===== config.mk =====
export PLATFORM = sky130hd
export DESIGN_NAME = mips_alu_mdu
export DESIGN_NICKNAME = d
export VERILOG_FILES = /design/src/rtl/mips_alu_mdu.sv
export SDC_FILE = /design/constraint.sdc
export NUM_CORES = 1
export LEC_CHECK = 0
export ABC_AREA = 0
export CORE_ASPECT_RATIO = 0.7
export CORE_MARGIN = 3
export CORE_UTILIZATION = 45
export DETAILED_ROUTE_END_ITERATION = 10
export PLACE_DENSITY = 0.64
export SLEW_MARGIN = 10
export SYNTH_ARGS = -nofsm -noshare
export SYNTH_HDL_FRONTEND = slang
export SYNTH_SLANG_ARGS = --single-unit

===== constraint.sdc =====
create_clock -name clk -period 7.9 [get_ports clk]
set_clock_uncertainty 0.05 [all_clocks]
set_input_delay 1.58 -clock clk [delete_from_list [all_inputs] [get_ports clk]]
set_output_delay 1.58 -clock clk [all_outputs]
set_load 0.005 [all_outputs]

===== src/rtl/mips_alu_mdu.sv =====
// Execute-stage ALU with registered outputs, valid/ready handshake and an
// iterative shift-add multiplier / restoring divider writing HI/LO.
module mips_alu_mdu #(
  parameter int unsigned WIDTH = 32,
  localparam int unsigned CNT_W = $clog2(WIDTH) + 1
) (
  input  logic             clk,
  input  logic             rst,
  input  logic             in_valid,
  output logic             in_ready,
  input  logic [3:0]       alu_op,
  input  logic [WIDTH-1:0] src_a,
  input  logic [WIDTH-1:0] src_b,
  input  logic [WIDTH-1:0] imm,
  input  logic             alu_src_b,
  output logic             out_valid,
  output logic [WIDTH-1:0] result,
  output logic             zero,
  output logic             overflow,
  output logic             div_zero,
  output logic [WIDTH-1:0] hi,
  output logic [WIDTH-1:0] lo,
  output logic             busy
);

  localparam logic [3:0] OpAdd = 4'b0000, OpSub = 4'b0001, OpRsub = 4'b0010, OpOr = 4'b0011;
  localparam logic [3:0] OpAnd = 4'b0100, OpAndn = 4'b0101, OpXor = 4'b0110, OpNor = 4'b0111;
  localparam logic [3:0] OpSltu = 4'b1000, OpSlt = 4'b1001, OpMult = 4'b1010, OpMultu = 4'b1011;
  localparam logic [3:0] OpDiv = 4'b1100, OpMfhi = 4'b1101, OpMflo = 4'b1110;
  localparam int unsigned M = WIDTH - 1;

  typedef enum logic [1:0] {StIdle, StRun, StFin} state_e;

  state_e             r_state, w_state_nx;
  logic [CNT_W-1:0]   r_cnt, w_cnt_nx;
  logic [WIDTH-1:0]   r_ph, w_ph_nx, r_pl, w_pl_nx, r_md, w_md_nx;
  logic               r_is_div, w_is_div_nx, r_neg_q, w_neg_q_nx, r_neg_r, w_neg_r_nx;
  logic [WIDTH-1:0]   r_result, w_result_nx, r_hi, w_hi_nx, r_lo, w_lo_nx;
  logic               r_zero, r_ovf, w_ovf_nx, r_dz, w_dz_nx, r_valid, w_valid_nx;

  logic [WIDTH-1:0]   w_b, w_sum, w_dif, w_rdif, w_alu_res, w_a_mag, w_b_mag;
  logic               w_alu_ovf, w_is_md, w_md_signed, w_a_neg, w_b_neg;
  logic [WIDTH:0]     w_mul_sum, w_div_sh, w_div_diff;
  logic [2*WIDTH-1:0] w_prod, w_prod_fix;

  assign w_b    = alu_src_b ? imm : src_b;
  assign w_sum  = src_a + w_b;
  assign w_dif  = src_a - w_b;
  assign w_rdif = w_b - src_a;

  always_comb begin
    w_alu_res = '0;
    w_alu_ovf = 1'b0;
    case (alu_op)
      OpAdd: begin
        w_alu_res = w_sum;
        w_alu_ovf = (src_a[M] == w_b[M]) && (w_sum[M] != src_a[M]);
      end
      OpSub: begin
        w_alu_res = w_dif;
        w_alu_ovf = (src_a[M] != w_b[M]) && (w_dif[M] != src_a[M]);
      end
      OpRsub: begin
        w_alu_res = w_rdif;
        w_alu_ovf = (src_a[M] != w_b[M]) && (w_rdif[M] != w_b[M]);
      end
      OpOr:   w_alu_res = src_a | w_b;
      OpAnd:  w_alu_res = src_a & w_b;
      OpAndn: w_alu_res = ~src_a & w_b;
      OpXor:  w_alu_res = src_a ^ w_b;
      OpNor:  w_alu_res = ~(src_a | w_b);
      OpSltu: w_alu_res = {{M{1'b0}}, (src_a < w_b)};
      OpSlt:  w_alu_res = {{M{1'b0}}, ($signed(src_a) < $signed(w_b))};
      OpMfhi: w_alu_res = r_hi;
      OpMflo: w_alu_res = r_lo;
      default: w_alu_res = '0;
    endcase
  end

  // Mul/div operands always come from src_b; imm[0] selects DIVU.
  assign w_is_md     = (alu_op == OpMult) || (alu_op == OpMultu) || (alu_op == OpDiv);
  assign w_md_signed = (alu_op == OpMult) || ((alu_op == OpDiv) && !imm[0]);
  assign w_a_neg     = w_md_signed && src_a[M];
  assign w_b_neg     = w_md_signed && src_b[M];
  assign w_a_mag     = w_a_neg ? -src_a : src_a;
  assign w_b_mag     = w_b_neg ? -src_b : src_b;

  assign w_mul_sum  = {1'b0, r_ph} + (r_pl[0] ? {1'b0, r_md} : '0);
  assign w_div_sh   = {r_ph, r_pl[M]};
  assign w_div_diff = w_div_sh - {1'b0, r_md};
  assign w_prod     = {r_ph, r_pl};
  assign w_prod_fix = r_neg_q ? -w_prod : w_prod;

  always_comb begin
    w_state_nx  = r_state;
    w_cnt_nx    = r_cnt;
    w_ph_nx     = r_ph;
    w_pl_nx     = r_pl;
    w_md_nx     = r_md;
    w_is_div_nx = r_is_div;
    w_neg_q_nx  = r_neg_q;
    w_neg_r_nx  = r_neg_r;
    w_result_nx = r_result;
    w_hi_nx     = r_hi;
    w_lo_nx     = r_lo;
    w_ovf_nx    = r_ovf;
    w_dz_nx     = r_dz;
    w_valid_nx  = 1'b0;
    case (r_state)
      StIdle: begin
        if (in_valid) begin
          if (!w_is_md) begin
            w_result_nx = w_alu_res;
            w_ovf_nx    = w_alu_ovf;
            w_dz_nx     = 1'b0;
            w_valid_nx  = 1'b1;
          end else if ((alu_op == OpDiv) && (src_b == '0)) begin
            w_hi_nx     = src_a;
            w_lo_nx     = '1;
            w_result_nx = '1;
            w_ovf_nx    = 1'b0;
            w_dz_nx     = 1'b1;
            w_valid_nx  = 1'b1;
          end else begin
            w_state_nx  = StRun;
            w_cnt_nx    = CNT_W'(WIDTH);
            w_is_div_nx = (alu_op == OpDiv);
            w_neg_q_nx  = w_a_neg ^ w_b_neg;
            w_neg_r_nx  = w_a_neg;
            w_ph_nx     = '0;
            // Mul: r_md = multiplicand, r_pl = multiplier. Div: r_md = divisor, r_pl = dividend.
            w_md_nx     = (alu_op == OpDiv) ? w_b_mag : w_a_mag;
            w_pl_nx     = (alu_op == OpDiv) ? w_a_mag : w_b_mag;
          end
        end
      end
      StRun: begin
        if (r_is_div) begin
          w_ph_nx = w_div_diff[WIDTH] ? w_div_sh[M:0] : w_div_diff[M:0];
          w_pl_nx = {r_pl[M-1:0], ~w_div_diff[WIDTH]};
        end else begin
          w_ph_nx = w_mul_sum[WIDTH:1];
          w_pl_nx = {w_mul_sum[0], r_pl[M:1]};
        end
        w_cnt_nx = r_cnt - 1'b1;
        if (r_cnt == CNT_W'(1)) w_state_nx = StFin;
      end
      StFin: begin
        if (r_is_div) begin
          w_lo_nx = r_neg_q ? -r_pl : r_pl;
          w_hi_nx = r_neg_r ? -r_ph : r_ph;
        end else begin
          {w_hi_nx, w_lo_nx} = w_prod_fix;
        end
        w_result_nx = w_lo_nx;
        w_ovf_nx    = 1'b0;
        w_dz_nx     = 1'b0;
        w_valid_nx  = 1'b1;
        w_state_nx  = StIdle;
      end
      default: w_state_nx = StIdle;
    endcase
  end

  always_ff @(posedge clk or posedge rst) begin
    if (rst) begin
      r_state  <= StIdle;
      r_cnt    <= '0;
      r_ph     <= '0;
      r_pl     <= '0;
      r_md     <= '0;
      r_is_div <= 1'b0;
      r_neg_q  <= 1'b0;
      r_neg_r  <= 1'b0;
      r_result <= '0;
      r_hi     <= '0;
      r_lo     <= '0;
      r_zero   <= 1'b1;
      r_ovf    <= 1'b0;
      r_dz     <= 1'b0;
      r_valid  <= 1'b0;
    end else begin
      r_state  <= w_state_nx;
      r_cnt    <= w_cnt_nx;
      r_ph     <= w_ph_nx;
      r_pl     <= w_pl_nx;
      r_md     <= w_md_nx;
      r_is_div <= w_is_div_nx;
      r_neg_q  <= w_neg_q_nx;
      r_neg_r  <= w_neg_r_nx;
      r_result <= w_result_nx;
      r_hi     <= w_hi_nx;
      r_lo     <= w_lo_nx;
      r_zero   <= (w_result_nx == '0);
      r_ovf    <= w_ovf_nx;
      r_dz     <= w_dz_nx;
      r_valid  <= w_valid_nx;
    end
  end

  assign busy      = (r_state != StIdle);
  assign in_ready  = ~busy;
  assign out_valid = r_valid;
  assign result    = r_result;
  assign zero      = r_zero;
  assign overflow  = r_ovf;
  assign div_zero  = r_dz;
  assign hi        = r_hi;
  assign lo        = r_lo;

endmodule


After elaboration in Yosys (flattened, before gate mapping)
Cells that the tools add are included.
Widths: inputs -> output; s select.
Word-level totals
  flip-flop bits (word level): 207
  bits in latches: 0
  bits in writable memories: 0
  memory bits (read-only): 0
  output and inout bits: 102
  logic and storage cells: 146
  memories kept: 0
Cells by class
  $add $sub $neg: 11
  multiply operators: 0
  divide/modulo/power cells: 0
  magnitude comparators: 2
  eq/ne operators: 28
  shifts and indexed selects: 0
  mux-type cells: 57
  bitwise operators: 10
  reductions and logical operators: 23
Operators by type and width (count)
  $mux 32: 28
  $pmux 32 s12: 1
  $pmux 32 s2: 5
  $neg 32->32: 4
  $and 32x32->32: 2
  $logic_not 32->1: 2
  $lt 32x32->1: 2
  $mux 64: 1
  $neg 64->64: 1
  $not 32->32: 2
  $sub 32x32->32: 2
  $add 32x32->33: 1
  $sub 33x32->33: 1
  $add 32x32->32: 1
  $or 32x32->32: 1
  $xor 32x32->32: 1
  $eq 4x4->1 const B: 7
  $mux 6: 3
  $eq 4x3->1 const B: 4
  $reduce_and 4->1: 4
  $pmux 6 s2: 1
  $ne 2x2->1 const B: 5
  $mux 1: 9
  $eq 4x2->1 const B: 2
  other kinds (21): 41

Depth between registers and ports, before layout
  word-level depth: 10
  gate-level depth with buffers: 19
  mapped depth without buffers: 16

Least setup slack after synthesis
OpenSTA, ideal clock, no wires.
  path kind: input to register
  start point: input port alu_src_b
  end point: register r_zero, in the netlist zero
  arrival: 6.273 ns
  setup slack: 1.501 ns
  stages: 16
  path buffers: 4
  cells stage by stage: clkbuf_1 clkbuf_1 clkbuf_1 buf_2 mux2_2 ha_1 nor4bb_1 nand2_1 a211oi_1 nor3_1 o31ai_1 xnor2_1 o21ai_0 o22a_1 or4b_1 nor3_2
On the way
  cells in the longest elaborated chain, start to end: 8
  elaborated cells on any way between the ends: 16
  those cells by class: 3 x add/sub; 2 x order compare; 5 x mux; 5 x bitwise; 1 x reduce/logical
Ends and longest elaborated chain
  start, declared: line 15  | input logic alu_src_b,
  $mux 32 *: line 46  | assign w_b = alu_src_b ? imm : src_b;
  branches (longest 2 deep; another with $sub 32x32->32)
  $pmux 32 s12 *: line 54  | case (alu_op)
  $mux 32 *: line 112  | if (!w_is_md) begin
  $mux 32 *: line 111  | if (in_valid) begin
  $pmux 32 s2 *: line 109  | case (r_state)
  via w_result_nx[31]: line 38  | logic [WIDTH-1:0] r_result, w_result_nx, r_hi, w_hi_nx, r_lo, w_lo_nx;
  $logic_not 32->1 *: line 194  | r_zero <= (w_result_nx == '0);
  end signal, assigned: line 194
  end, declared: line 39  | logic r_zero, r_ovf, w_ovf_nx, r_dz, w_dz_nx, r_valid, w_valid_nx;
Mark *: on every way through the listed nets, which the timed path passes.
A chain may end at the register's enable or synchronous reset.

Worst setup path in the final report
Same ends and word-level chain as after synthesis.

==> impl_summary.md <==
Drt
The count of nets left with antenna violations once routing finished came out at 0. Using the TritonRoute via totals, the vias-per-cell ratio works out to 6.733. In this run, the number of DRC markers left after iteration 0 of detailed routing was 3961. The total vias in the final route is 28171. The aggregate routed wire length is 121.1 mm. In the routed design, unresolved DRC markers number 0. After detailed routing, the average wire length per cell comes to 28.95 um.

The number of optimization iterations in the first detailed-route pass is 8.

Finish
The synthesis-to-finish area growth is 14.30%. In the layout the commonest cells are nand2_1, nor2_1, a21oi_1, o21ai_0, dfrtp_1. After filler insertion, the fill cell instance count of the layout stands at 5309. The fraction of the core area covered by cells at the end of the flow is 0.5255. In the final design database the tool counted 3744 nets.

The most common cell after layout, fill and taps aside is nand2_1. The repair_antennas step left the layout with diodes totalling 0. Of the cells placed in the final design, the portion with a size suffix greater than 1 is 0.05414.

Synth
The distinct cell type count of the synthesized netlist is 95. The most area-hungry cell type in the Yosys netlist is dfrtp_1. After synthesis the netlist holds a flip-flop and latch count of 207. The cell area that synthesis handed to floorplanning was 24910 um2. In the synthesized netlist, the number of instances is 3356.

Sorting the synthesized cells by area gives the leading types as dfrtp_1, ha_1, a21oi_1. In this run, synthesis inferred 0 flip-flops with an integrated enable. The net count after synthesis is 3665. The count of synthesis-stage warnings from yosys is 0.

The fraction of the yosys area taken by sequential cells is 0.2080. The most used flip-flop cell after synthesis is dfrtp_1. The proportion of netlist area held by the largest area contributor is 0.2069. For this run, asynchronously set or reset flops after synthesis account for 1.000.

The post-synthesis area per instance is 7.423 um2.

Timing
The headroom to the max-slew limit is 0.1893. Setup repair after global routing left no endpoint under its margin. Setup violations remaining at the end of the flow were counted as 0. The smallest clock period supported by the final layout is computed as 6.518 ns. Timing would allow up to 0.1534 GHz. Of the available clock period, the critical path in the final layout requires 0.8250. The hold violation total from the final report is 0. The slew at the pin closest to its max-slew limit is 1.216 ns. After routing, the total negative slack on setup checks comes to 0 ns. The number of max-slew violations in the final report is 0.

Setup path
The data arrival time of the critical path is 6.97 ns. The worst setup path is captured at a flop. On the critical path, the stage with the largest delay is an instance of a211oi_1. The cell that appears most often on the critical path is nor4_1. The critical path in this run is classified as in -> reg. Walking the worst path, the cells encountered are buf_2 -> buf_4 -> mux2i_1 -> ha_1 -> nor3_1 -> or3b_1 -> a211oi_1 -> nor4_1 -> o41ai_1 -> xnor2_1 -> a221oi_1 -> o31ai_1 -> nor4_1 -> nand4_1 -> nor3_2.

Of all nets on the critical path, the largest fanout is 19. The largest stage delay on the critical path is 0.68 ns. The category of the worst setup path launch point is an input pin.

For the worst setup path, the data required time is 8.35 ns.

Clock tree
The tree is rooted in a clkbuf_16. The longest clock path from root to sink contains 3 buffers. The TritonCTS clock tree is yes. The depth of the CTS H-tree is 1. Clock tree synthesis inserted a total of 25 buffers. CTS saw 207 sinks.

Clock latency on the worst-skew pair, taken at its later pin, is 0.58 ns. Post-CTS repair changed the size of 0 cells. After clock tree synthesis, the clock-pin slew on the worst setup and hold paths is 0.07 ns. Hold repair after CTS inserted 0 buffers. The number of setup buffers added after CTS is 0.

Global routing
For this run, the total global-route usage over all layers was measured as 0.4021. The pin count of the biggest net entering global routing is 146. The number of antenna violations at the first check in global routing is 8. The first global-routing pass estimated 176.8 mm of wire. The number of global-route vias before repair is 26434.

The overflow left after global routing is 0.

Outcome
The flow ran to the end, and the final reports show no timing, DRC or antenna violations.

Floorplanning
The I/O pin count is 206. The floorplan step defined a die boundary enclosing 58270 um2. The width of the die is 287.2 um. The effective utilization at floorplan is 0.4597. The area of the placeable core is 54190 um2. The row count is 71. The vertical die dimension is 202.9 um.

Flow run
Across the run, the number of max-cap violations was 0.

Power and ir drop
The worst IR drop on VDD is 293.0 uV. The leakage component of the power is 11.96 nW. The power consumption is 9.224 mW. The power per cell area is 323.9 nW/um2.

Place
The number of buffers inserted by port buffering is 205. At the end of routability-driven placement, the weighted congestion stood at 1.074. The half-perimeter wire length of the detailed placement result is 95.20 mm.

Worst hold path
The worst hold-check path type is reg -> reg.
power by group:
part	leakage, nW	switching, mW	internal [mW]
Sequential	2.45	0.743	1.50
Clock	0.410	0.551	0.719
Combinational	9.10	3.35	2.36
Total	12.0	4.64	4.58
per-stage QoR:
step | setup slack [ns] | hold slack [ns] | instances | instance area [um2]
floorplan | 0.6192 | 0.3998 | 3356 | 24910
global placement | 1.130 | 0.4222 | 4138 | 27630
detailed placement | 1.114 | 0.4221 | 4138 | 27630
CTS | 1.683 | 0.4371 | 4184 | 28480
global route | 1.151 | 0.4535 | 4184 | 28480
finish | 1.382 | 0.4346 | 4184 | 28480
per-layer routing:
metal,up-vias,GRT usage,share of wire
li1,12319,-,-
met1,13472,0.5621,0.41
met2,1995,0.5858,0.41
met3,373,0.1015,0.13
met4,12,0.1711,0.053
met5,-,0,0.00066
cell usage after synthesis, types with 11 or more instances:
library cell	instances
inv_1	165
a221o_1	14
a221oi_1	22
a211o_1	19
mux2_2	15
nand4_1	25
o41ai_1	14
a21o_1	56
nor3_1	76
nand2_1	337
buf_1	31
o211ai_1	41
nor3b_1	11
clkbuf_1	169
xnor2_1	156
nor2_1	323
or2_2	16
a22oi_1	59
xor2_1	92
and3_1	18
o21ai_0	277
nand3_1	49
o31ai_1	42
mux2i_1	100
o21a_1	32
a31oi_1	54
ha_1	200
or3_1	29
o221ai_1	21
a211oi_1	42
and2_1	19
dfrtp_1	206
nor2b_1	36
or4_1	17
nor4_1	37
nand2b_1	30
a21oi_1	284
o21bai_1	30
buf_2	18
o22ai_1	14
final timing paths:
kind | from | end | slack, ns | cells after the start
max | alu_src_b | zero | 1.38 | 15
min | r_md[25] | r_md[25] | 0.43 | 2
max reg2reg | r_pl[31] | r_ph[28] | 2.41 | 16
min reg2reg | r_md[25] | r_md[25] | 0.43 | 2
max in group asynchronous | rst | r_state[0] | 5.05 | 3
min in group asynchronous | rst | r_md[5] | 1.42 | 2
cell type report:
cell class | instances | area [um2] | area share
inverter | 168 | 638.1 | 0.02241
timing repair buffer | 271 | 2570 | 0.09025
multi-input combinational | 2762 | 18320 | 0.6435
tap | 730 | 913.4 | 0.03208
sequential | 207 | 5185 | 0.1821
clock buffer | 34 | 699.4 | 0.02456
clock inverter | 12 | 146.4 | 0.005141
cell families (layout without fill, tap and decap cells):
kind of cell,after synthesis,in the layout,synth area share
and+or+nand+nor,1061,1061,0.1993
AOI/OAI and AO/OA,1133,1133,0.2946
adders and majority gates,205,205,0.1045
muxes,115,115,0.04696
xor gates and xnor gates,248,248,0.08719
buffers and inverters,387,485,0.05951
DFF,207,207,0.2080
registers in the layout, indices dropped and copies added (netlist names):
| register | flops |
|---|---|
| lo | 32 |
| r_pl | 32 |
| r_cnt | 6 |
| div_zero | 1 |
| out_valid | 1 |
| result | 32 |
| r_neg_r | 1 |
| r_neg_q | 1 |
| r_ph | 32 |
| r_is_div | 1 |
| hi | 32 |
| r_md | 32 |
| zero | 1 |
| overflow | 1 |
| r_state | 2 |
critical path: cells and delay by family:
family                     cells  cell delay [ns]
AOI/OAI and AO/OA              4             1.82
adders and majority gates      1             0.59
and+or+nand+nor                6             1.68
xor gates and xnor gates       1             0.13
muxes                          1             0.59
buffers and inverters          2             0.55
Power figures use the tool's default switching activity.
